<file path="src/rtl/cmd_decode_pkg.sv">
// cmd_decode_pkg: shared definitions for the DDR3 command decoder.
//   - command codes, {ras_n, cas_n, we_n}, active-low
//   - bit positions inside err_flags
//   - width of the per-bank and refresh down-counters
package cmd_decode_pkg;

  localparam logic [2:0] CMD_NOP = 3'b111;
  localparam logic [2:0] CMD_ACT = 3'b011;
  localparam logic [2:0] CMD_RD  = 3'b101;
  localparam logic [2:0] CMD_WR  = 3'b100;
  localparam logic [2:0] CMD_PRE = 3'b010;
  localparam logic [2:0] CMD_REF = 3'b001;
  localparam logic [2:0] CMD_MRS = 3'b000;
  localparam logic [2:0] CMD_ZQ  = 3'b110;

  localparam int ERR_ACT_OPEN = 0;  // ACT to a bank that already has a row open
  localparam int ERR_CLOSED   = 1;  // RD/WR to a closed bank, or REF/MRS/ZQ with rows open
  localparam int ERR_RCD      = 2;  // RD/WR before tRCD has elapsed
  localparam int ERR_TIMING   = 3;  // ACT inside tRP, or any command inside tRFC
  localparam int ERR_SLOT     = 4;  // command dropped: second slot, tristate or CKE low
  localparam int ERR_W        = 5;

  localparam int TIMER_W = 8;

  function automatic logic is_rdwr(input logic [2:0] code);
    return (code == CMD_RD) || (code == CMD_WR);
  endfunction

endpackage

</file>
<file path="src/rtl/cmd_decode_bank.sv">
// cmd_decode_bank: state of one DDR3 bank as seen by the decoder.
//   clk_div, rst_n : clock, asynchronous active-low reset
//   act_i          : accepted ACT to this bank (opens it, starts tRCD)
//   rdwr_i         : accepted RD/WR to this bank
//   pre_i          : accepted PRE to this bank or PRE-all (closes it, starts tRP)
//   open_o         : a row is open
//   rcd_busy_o     : tRCD still running
//   rp_busy_o      : tRP still running
//   rdwr_closed_o  : rdwr_i while the bank is closed
//   rdwr_early_o   : rdwr_i while tRCD is still running
module cmd_decode_bank
  import cmd_decode_pkg::*;
#(
  parameter int T_RCD = 3,
  parameter int T_RP  = 3
) (
  input  logic clk_div,
  input  logic rst_n,
  input  logic act_i,
  input  logic rdwr_i,
  input  logic pre_i,
  output logic open_o,
  output logic rcd_busy_o,
  output logic rp_busy_o,
  output logic rdwr_closed_o,
  output logic rdwr_early_o
);

  localparam logic [TIMER_W-1:0] RCD_LOAD = TIMER_W'(T_RCD - 1);
  localparam logic [TIMER_W-1:0] RP_LOAD  = TIMER_W'(T_RP - 1);

  logic               open_q;
  logic [TIMER_W-1:0] rcd_q;
  logic [TIMER_W-1:0] rp_q;

  // A load replaces the decrement in the cycle it happens, so a command
  // exactly T cycles later sees the counter at zero.
  always_ff @(posedge clk_div or negedge rst_n) begin
    if (!rst_n) begin
      open_q <= 1'b0;
      rcd_q  <= '0;
      rp_q   <= '0;
    end else begin
      if (act_i) begin
        open_q <= 1'b1;
        rcd_q  <= RCD_LOAD;
      end else if (rcd_q != '0) begin
        rcd_q <= rcd_q - 1'b1;
      end
      if (pre_i) begin
        open_q <= 1'b0;
        rp_q   <= RP_LOAD;
      end else if (rp_q != '0) begin
        rp_q <= rp_q - 1'b1;
      end
    end
  end

  assign open_o        = open_q;
  assign rcd_busy_o    = (rcd_q != '0);
  assign rp_busy_o     = (rp_q != '0);
  assign rdwr_closed_o = rdwr_i && !open_q;
  assign rdwr_early_o  = rdwr_i && (rcd_q != '0);

endmodule

</file>
<file path="src/rtl/cmd_decode.sv">
// cmd_decode: two-slot DDR3 command decoder and protocol checker.
//   clk_div, rst_n       : only clock, asynchronous active-low reset
//   in_a/in_ba/in_we/... : two command slots per cycle (slot 0 in the low half)
//   in_tri               : command bus tristated, any command is dropped
//   err_clr              : clears err_flags (a new error in the same cycle survives)
//   cmd_*                : decoded accepted command, cmd_valid is a one-cycle strobe
//   open_banks           : one bit per bank, row open
//   err_flags            : sticky protocol errors (see cmd_decode_pkg)
//   cmd_count            : saturating count of accepted commands
// Pipeline: inputs registered, decoded next cycle, outputs registered (N+2).
module cmd_decode
  import cmd_decode_pkg::*;
#(
  parameter int ADDRESS_NUMBER = 15,
  parameter int T_RCD          = 3,
  parameter int T_RP           = 3,
  parameter int T_RFC          = 44
) (
  input  logic                        clk_div,
  input  logic                        rst_n,
  input  logic [2*ADDRESS_NUMBER-1:0] in_a,
  input  logic [5:0]                  in_ba,
  input  logic [1:0]                  in_we,
  input  logic [1:0]                  in_ras,
  input  logic [1:0]                  in_cas,
  input  logic [1:0]                  in_cke,
  input  logic [1:0]                  in_odt,
  input  logic                        in_tri,
  input  logic                        err_clr,
  output logic                        cmd_valid,
  output logic [2:0]                  cmd_code,
  output logic                        cmd_slot,
  output logic [2:0]                  cmd_bank,
  output logic [ADDRESS_NUMBER-1:0]   cmd_addr,
  output logic [7:0]                  open_banks,
  output logic [ERR_W-1:0]            err_flags,
  output logic [15:0]                 cmd_count
);

  localparam int AN = ADDRESS_NUMBER;
  localparam logic [TIMER_W-1:0] RFC_LOAD = TIMER_W'(T_RFC - 1);

  // Stage 1: input registers, reset to an idle (NOP, tristated) bus.
  logic [2*AN-1:0] a_q;
  logic [5:0]      ba_q;
  logic [1:0]      we_q, ras_q, cas_q, cke_q, odt_q;
  logic            tri_q;

  always_ff @(posedge clk_div or negedge rst_n) begin
    if (!rst_n) begin
      a_q   <= '0;
      ba_q  <= '0;
      we_q  <= 2'b11;
      ras_q <= 2'b11;
      cas_q <= 2'b11;
      cke_q <= 2'b11;
      odt_q <= 2'b00;
      tri_q <= 1'b1;
    end else begin
      a_q   <= in_a;
      ba_q  <= in_ba;
      we_q  <= in_we;
      ras_q <= in_ras;
      cas_q <= in_cas;
      cke_q <= in_cke;
      odt_q <= in_odt;
      tri_q <= in_tri;
    end
  end

  // Stage 2: slot selection. The first non-NOP slot is the candidate; a
  // non-NOP in slot 1 behind a non-NOP in slot 0 is always dropped.
  logic [2:0]    code0, code1, sel_code, sel_bank;
  logic [AN-1:0] sel_addr;
  logic          nop0, nop1, sel_slot, any_cmd, accept;

  assign code0    = {ras_q[0], cas_q[0], we_q[0]};
  assign code1    = {ras_q[1], cas_q[1], we_q[1]};
  assign nop0     = (code0 == CMD_NOP);
  assign nop1     = (code1 == CMD_NOP);
  assign any_cmd  = !nop0 || !nop1;
  assign sel_slot = nop0;
  assign sel_code = sel_slot ? code1 : code0;
  assign sel_bank = sel_slot ? ba_q[5:3] : ba_q[2:0];
  assign sel_addr = sel_slot ? a_q[2*AN-1:AN] : a_q[AN-1:0];
  assign accept   = any_cmd && !tri_q && cke_q[sel_slot];

  // Per-bank state.
  logic [7:0] act_v, rdwr_v, pre_v;
  logic [7:0] open_v, rcd_busy_v, rp_busy_v, rdwr_closed_v, rdwr_early_v;

  generate
    for (genvar gi = 0; gi < 8; gi++) begin : g_bank
      assign act_v[gi]  = accept && (sel_code == CMD_ACT) && (sel_bank == 3'(gi));
      assign rdwr_v[gi] = accept && is_rdwr(sel_code) && (sel_bank == 3'(gi));
      // a[10] on PRE selects precharge-all.
      assign pre_v[gi]  = accept && (sel_code == CMD_PRE) &&
                          (sel_addr[10] || (sel_bank == 3'(gi)));

      cmd_decode_bank #(
        .T_RCD(T_RCD),
        .T_RP (T_RP)
      ) u_bank (
        .clk_div      (clk_div),
        .rst_n        (rst_n),
        .act_i        (act_v[gi]),
        .rdwr_i       (rdwr_v[gi]),
        .pre_i        (pre_v[gi]),
        .open_o       (open_v[gi]),
        .rcd_busy_o   (rcd_busy_v[gi]),
        .rp_busy_o    (rp_busy_v[gi]),
        .rdwr_closed_o(rdwr_closed_v[gi]),
        .rdwr_early_o (rdwr_early_v[gi])
      );
    end
  endgenerate

  // Refresh timer.
  logic [TIMER_W-1:0] rfc_q;
  logic               global_cmd;

  assign global_cmd = accept && ((sel_code == CMD_REF) || (sel_code == CMD_MRS) ||
                                 (sel_code == CMD_ZQ));

  // Error detection for the command in stage 2.
  logic [ERR_W-1:0] err_set;

  always_comb begin
    err_set               = '0;
    err_set[ERR_ACT_OPEN] = |(act_v & open_v);
    err_set[ERR_CLOSED]   = (|rdwr_closed_v) || (global_cmd && (|open_v));
    err_set[ERR_RCD]      = |rdwr_early_v;
    err_set[ERR_TIMING]   = (|(act_v & rp_busy_v)) || (accept && (rfc_q != '0));
    err_set[ERR_SLOT]     = (!nop0 && !nop1) || (any_cmd && !accept);
  end

  // Output registers.
  always_ff @(posedge clk_div or negedge rst_n) begin
    if (!rst_n) begin
      cmd_valid <= 1'b0;
      cmd_code  <= CMD_NOP;
      cmd_slot  <= 1'b0;
      cmd_bank  <= 3'd0;
      cmd_addr  <= '0;
      err_flags <= '0;
      cmd_count <= 16'd0;
      rfc_q     <= '0;
    end else begin
      cmd_valid <= accept;
      if (accept) begin
        cmd_code <= sel_code;
        cmd_slot <= sel_slot;
        cmd_bank <= sel_bank;
        cmd_addr <= sel_addr;
        if (cmd_count != 16'hFFFF) cmd_count <= cmd_count + 16'd1;
      end
      // A new error outranks a clear arriving in the same cycle.
      err_flags <= (err_clr ? '0 : err_flags) | err_set;
      if (accept && (sel_code == CMD_REF)) rfc_q <= RFC_LOAD;
      else if (rfc_q != '0)                rfc_q <= rfc_q - 1'b1;
    end
  end

  assign open_banks = open_v;

endmodule

</file>
<file path="config.mk">
export PLATFORM = sky130hd
export DESIGN_NAME = cmd_decode
export DESIGN_NICKNAME = d
export VERILOG_FILES = /design/src/rtl/cmd_decode_pkg.sv /design/src/rtl/cmd_decode_bank.sv /design/src/rtl/cmd_decode.sv
export SDC_FILE = /design/constraint.sdc
export NUM_CORES = 1
export LEC_CHECK = 0
export ABC_AREA = 1
export BUFFER_PORTS_ARGS = -buffer_cell sky130_fd_sc_hd__buf_4
export CAP_MARGIN = 20
export CORE_MARGIN = 10
export CORE_UTILIZATION = 50
export DETAILED_ROUTE_END_ITERATION = 6
export PLACE_DENSITY = 0.72
export SETUP_SLACK_MARGIN = 0.05
export SYNTH_ARGS = -nofsm -noshare
export SYNTH_HDL_FRONTEND = slang
export SYNTH_SLANG_ARGS = --single-unit
</file>
<file path="constraint.sdc">
create_clock -name clk_div -period 1.85 [get_ports clk_div]
set_input_delay 0.37 -clock clk_div [delete_from_list [all_inputs] [get_ports clk_div]]
set_output_delay 0.37 -clock clk_div [all_outputs]
set_load 0.005 [all_outputs]
</file>
* Word-level counts from Yosys, hierarchy flattened
Cells that the tools add are included.
Cells by class: add/sub/neg operators 18, magnitude comparators 1, equal/unequal tests 16, mux-type cells 56, bitwise operators 3, reductions and logical operators 128
Operators with widths (number):
- $mux W8 | 34
- $reduce_bool A8 Y1 | 17
- $sub A8 B1 Y8 const B | 17
- $logic_and A1 B1 Y1 | 51
- $reduce_bool A2 Y1 | 25
- $reduce_or A8 Y1 | 5
- $eq A3 B3 Y1 const B | 9
- $mux W1 | 18
- $add A16 B1 Y16 const B | 1
- $and A8 B8 Y8 | 2
- $ne A16 B16 Y1 const B | 1
- $logic_or A1 B1 Y1 | 15
- $mux W15 | 1
- $eq A3 B2 Y1 const B | 4
- $logic_not A1 Y1 | 12
- $eq A3 B1 Y1 const B | 2
- $logic_not A3 Y1 | 2
- $mux W3 | 2
- $mux W5 | 1
- $or A5 B5 Y5 | 1
- $lt A1 B2 Y1 const B | 1
- $reduce_and A2 Y1 | 1
Word-level totals: bits in registers 233, bits of input ports 50, output and inout port bits 52, logic and storage cells 261

* Logic depth before layout (Yosys ltp)
word-level depth 11, gate-level depth with buffers 12, mapped depth without buffers 11

* Modules after synthesis
A second synthesis with hierarchy kept.
Second synthesis, totals: cell total of the unflattened synthesis 1488, area total of the unflattened synthesis 12052.8 µm²
By module, submodules not included:
- cmd_decode_bank | instances 8, cells an instance 130, area each 984.7 µm², seq. area each 425.4 µm²
- cmd_decode | instances 1, cells an instance 448, area each 4175.3 µm², seq. area each 2442.3 µm²

* Least setup slack after synthesis
Ideal clock, no wire load.
kind register -> register, from register ras_q[0], to register g_bank[2].u_bank.rp_q[2], library setup time 0.135 ns, arrival time 1.821 ns, data required time 1.715 ns, slack -0.106 ns, cell stages (with the launch flop) 11, buffers on the path 3, period minus slack after synthesis 1.956 ns, cell sequence dfstp_2 buf_4 nand3_4 buf_6 buf_6 o21ai_2 nand2_1 nor3b_4 nand2_1 inv_2 nor3_1
On the way: longest elaborated chain between the ends 8, elaborated cells on any way between the ends 17, those cells by class eq/ne: 3; mux: 6; reduce/logical: 8
Ends and longest elaborated chain:
- from (decl) | RTL line cmd_decode.sv:46 | logic [1:0] we_q, ras_q, cas_q, cke_q, odt_q;
- from (signal assigned) | RTL line cmd_decode.sv:63 | ras_q <= in_ras;
- branches (longest 6 deep; another with $eq A3 B3 Y1)
- $logic_and A1 B1 Y1 * | RTL line cmd_decode.sv:97 | assign pre_v[gi] = accept && (sel_code == CMD_PRE) &&
- $mux W8 / $reduce_bool A2 Y1 (equally long branches)
- to (signal assigned) | RTL line cmd_decode_bank.sv:54 | rp_q <= rp_q - 1'b1;
- to (decl) | RTL line cmd_decode_bank.sv:34 | logic [TIMER_W-1:0] rp_q;
Mark *: on every way between the ends. The select of a mux whose other input is x is not followed. A chain may end at the register's enable or synchronous reset.

* Worst setup path after layout
from register cas_q[0], to register err_flags[0]
On the way: longest elaborated chain between the ends 10, elaborated cells on any way between the ends 30, those cells by class eq/ne: 9; mux: 4; bitwise: 2; reduce/logical: 15
Ends and longest elaborated chain:
- from (decl) | RTL line cmd_decode.sv:46
- from (signal assigned) | RTL line cmd_decode.sv:64 | cas_q <= in_cas;
- branches (longest 7 deep; another with $eq A3 B3 Y1)
- $and A8 B8 Y8 * | RTL line cmd_decode.sv:130 | err_set[ERR_ACT_OPEN] = |(act_v & open_v);
- $reduce_or A8 Y1 * | RTL line cmd_decode.sv:130
- $or A5 B5 Y5 * | RTL line cmd_decode.sv:158 | err_flags <= (err_clr ? '0 : err_flags) | err_set;
- to (signal assigned) | RTL line cmd_decode.sv:158
- to (decl) | RTL line cmd_decode.sv:36 | output logic [ERR_W-1:0] err_flags,
Marks and branches as above.

==> results by group <==
Run status
  – Status: complete, but fails checks
  – Failing checks: setup timing

Worst setup path
  – R2r setup slk: -0.09 ns
  – Worst Path Arrival: approximately 2.4 ns
  – Worst setup EP type: flip-flop
  – Worst Path Required: about 2.3 ns
  – Reg2reg end: err_flags[0]
  – Reg2reg path depth: 11
  – Start of the worst register-to-register path: cas_q[0]
  – Worst Setup SP: cas_q[0]
  – CP Class: flip-flop to flip-flop
  – Startpoint Class: flip-flop
  – Worst-path maximum fanout: 9

Layout
  – Core Util, Final: between 60% and 70%
  – Ant. Diodes: 0
  – Filler Cells Inserted: roughly 1600
  – Multi-input logic area: 0.005001 mm^2
  – Share of cells above drive strength 1: 22.90%
  – Area delta synth->final: 33.29%
  – Seq. cell area: 0.005846 mm^2
  – NumNets Final: 1634
  – Fin area: about 0.015 mm^2

Yosys
  – Synthesized area: about 0.011 mm^2
  – Syn_area_per_cell: 8.549 um^2
  – Post-synth EDFFs: 0
  – Seq/Total Area, Yosys: 52.08%
  – Distinct cell type count after synthesis: 33
  – Cells after Synth: between 1000 and 1500
  – Seq cells post-synth: about 230
  – Top FF cell, synth: dfrtp_1
  – Mapped Nets: between 1000 and 1500
  – Ys Warns: 0
  – Async S/R FF share, synth: 100.0%

Placement
  – Post-DP Area: around 0.013 mm^2
  – Gpl congestion: roughly 0.86
  – DP HPWL: about 18000 um
  – Port Buffers: between 90 and 100

Timing
  – Final worst slack: -0.08620 ns
  – Fin crit period: between 1.5 and 2 ns
  – Fin crit share: 104.7%
  – WHS: between 0.2 and 0.3 ns
  – Max Transition Viols Final: 0
  – Max Clock Freq: 516.5 MHz
  – Final setup viols: 76
  – RSZ-0062 raised after global routing: true
  – Slew @ Worst Pin: between 0.4 and 0.5 ns
  – Hold Vio Cnt, Final: 0
  – Relative slew slack: 72.78%
  – Setup TNS: -2.113 ns
  – Clock skew: approximately 0.019 ns

Pwr
  – Comb power frac: 33.6%
  – Switching power total: a little over 7 mW
  – Pwr dens: 1364 mW/mm^2
  – Sequential power share: about two fifths
  – Lkg Pwr: about 7.3 nW
  – Switch share: a little over a third
  – Clk pwr share: between 20% and 30%
  – Pwr Total: between 20 and 25 mW
  – Internal power: ~13 mW
  – Max IR drop VDD: between 0.0008 and 0.0009 V

Routing
  – Avg WL per Cell: approximately 15 um
  – First drt pass iteration count: 5
  – Starting DRT DRC Count: around 520
  – Routed wire length: 27860 um
  – Via Count: 9460
  – DRC viols: 0
  – Vias per cell: 5.119
  – Post-route ant nets: 0

GRT
  – Gr ovfl total: 0
  – Number of global-route vias before repair: roughly 9600
  – First-pass GRT wire length: 46370 um
  – Gr usage total: between 10% and 20%
  – Largest net degree at the start of global routing: approximately 50
  – Initial antenna violation count: 0

Min path
  – WHS Path Cells: 4
  – Hold Crit Endpoint: err_flags[4]
  – Hold crit path type: primary input to flip-flop
  – Worst hold start: err_clr

Job
  – Max Cap Viol: 0

Floorplan
  – Die Y: around 170 um
  – Core area: between 0.02 and 0.025 mm^2
  – Die X: ~170 um
  – Die area: slightly below 0.03 mm^2
  – IO Count: just over 100
  – Initial core utilization: 51.12%
  – Row count: 54

CTS
  – CTS buffer count: 26
  – CTS Buffer Depth: 3
  – CTS HTree Levels: 1
  – Worst skew pair latency: 0.54 ns
  – Root buf cell: clkbuf_16
  – Reg clk slew, reported paths: about 0.070 ns
  – CTS tree: built
  – Clk sink count: between 200 and 250
sequential cells by signal, summed over array words and instances, names as in the netlist, 3 cells and up:
name	count
a_q	30
g_bank.u_bank.open_o	8
g_bank.u_bank.rcd_q	64
ba_q	6
cmd_bank	3
rfc_q	8
cmd_code	3
err_flags	5
cmd_addr	15
cmd_count	16
g_bank.u_bank.rp_q	64
final cells by class:
cell class,instances,share of cell area [%]
timing repair buffer,234,14.05
multi-input combinational,869,33.43
tap,280,2.342
sequential,233,39.07
clock inverter,12,1.121
inverter,185,5.010
clock buffer,35,4.976
timing repair:
action / 4_1_cts / 5_1_grt
hold buffers: 46 / 0
cloned: 3 / 2
hold endpoints to repair: 82 / 0
setup endpoints to repair: 171 / 177
resized for setup: 116 / 62
buffers inserted: 10 / 11
pin swaps: 35 / 14
stage by stage:
step                      setup slack [ns]  instances
after CTS                         -0.06288       1838
after global placement             -0.2995       1733
after floorplan                   -0.07997       1313
after detailed placement           -0.3229       1733
final                             -0.08620       1848
after global routing               -0.2006       1848
how the worst max path moves through the flow:
stage	end	slack, ns	cells past startpoint
2_1_floorplan	g_bank[2].u_bank.rp_q[2]	-0.08	10
3_3_place_gp	g_bank[6].u_bank.open_o	-0.30	11
3_5_place_dp	g_bank[6].u_bank.open_o	-0.32	11
4_1_cts	err_flags[0]	-0.06	12
5_1_grt	err_flags[0]	-0.20	10
6_report	err_flags[0]	-0.09	11
power groups by stage:
| stage | registers, mW | logic [mW] | clock network [mW] |
|---|---|---|---|
| floorplan | 7.92 | 4.81 | 0 |
| global placement | 8.13 | 6.08 | 0 |
| detailed placement | 8.16 | 6.38 | 0 |
| CTS | 8.13 | 6.70 | 5.46 |
| global route | 8.37 | 7.94 | 5.68 |
| finish | 8.16 | 6.85 | 5.39 |
Yosys cell counts (2+ instances only):
cell type | number | area, um^2
buf_4 | 11 | 82.58
and3_1 | 3 | 18.77
o21ai_0 | 62 | 310.3
xor2_1 | 53 | 464.2
dfrtp_1 | 221 | 5530
nand4_1 | 29 | 181.4
buf_6 | 2 | 22.52
or2_2 | 5 | 31.28
o21a_1 | 2 | 15.01
a21oi_1 | 25 | 125.1
dfstp_2 | 12 | 315.3
o21ai_2 | 2 | 17.52
o21ai_1 | 2 | 10.01
nor4_1 | 6 | 37.54
inv_1 | 169 | 634.4
buf_2 | 5 | 25.02
inv_2 | 16 | 60.06
ha_1 | 35 | 437.9
nand3b_1 | 3 | 22.52
nor2_1 | 221 | 829.6
xnor2_1 | 35 | 306.5
nand3_1 | 108 | 540.5
nor3_1 | 28 | 140.1
clkbuf_1 | 8 | 30.03
a31oi_1 | 14 | 87.58
nand2_1 | 229 | 859.6
cell usage in the layout, fill, tap and decap left out, drive strengths merged, types with 2 or more instances in the layout:
master,count
o21a,2
nand3,109
inv,185
dlygate4sd3,46
and3,3
dfrtp,221
nand2,229
nor2,222
xnor2,35
nand4,29
nand3b,3
a31oi,14
ha,35
o21ai,67
a21oi,26
nor4,6
dfstp,12
bufinv,3
buf,187
clkinvlp,3
xor2,53
nor3b,2
or2,5
nor3,28
clkbuf,35
clkinv,6
routing by layer:
layer	track usage (%)	part of all wire, %
met1	23.78	42
met2	32.22	49
met3	5.183	7.2
met4	5.380	2.3
met5	0	0
worst max-delay path: stages, from the launching register on:
cell	delay [ns]
dfstp_2	0.56
nand3_4	0.11
buf_4	0.18
o21ai_4	0.14
nand3_2	0.12
nor2_4	0.19
buf_12	0.16
buf_4	0.12
nand3_1	0.08
nand3_2	0.10
nor2_1	0.04
nand2_1	0.05
cell families after synthesis:
logic type                 synth area share, %
AOI/OAI and AO/OA                        5.261
buffers and inverters                    7.613
and+or+nand+nor                          24.16
adders and majority gates                3.901
muxes                                   0.1226
xor gates and xnor gates                 6.867
DFF                                      52.08
No activity file was read; power rests on OpenSTA's default activity.
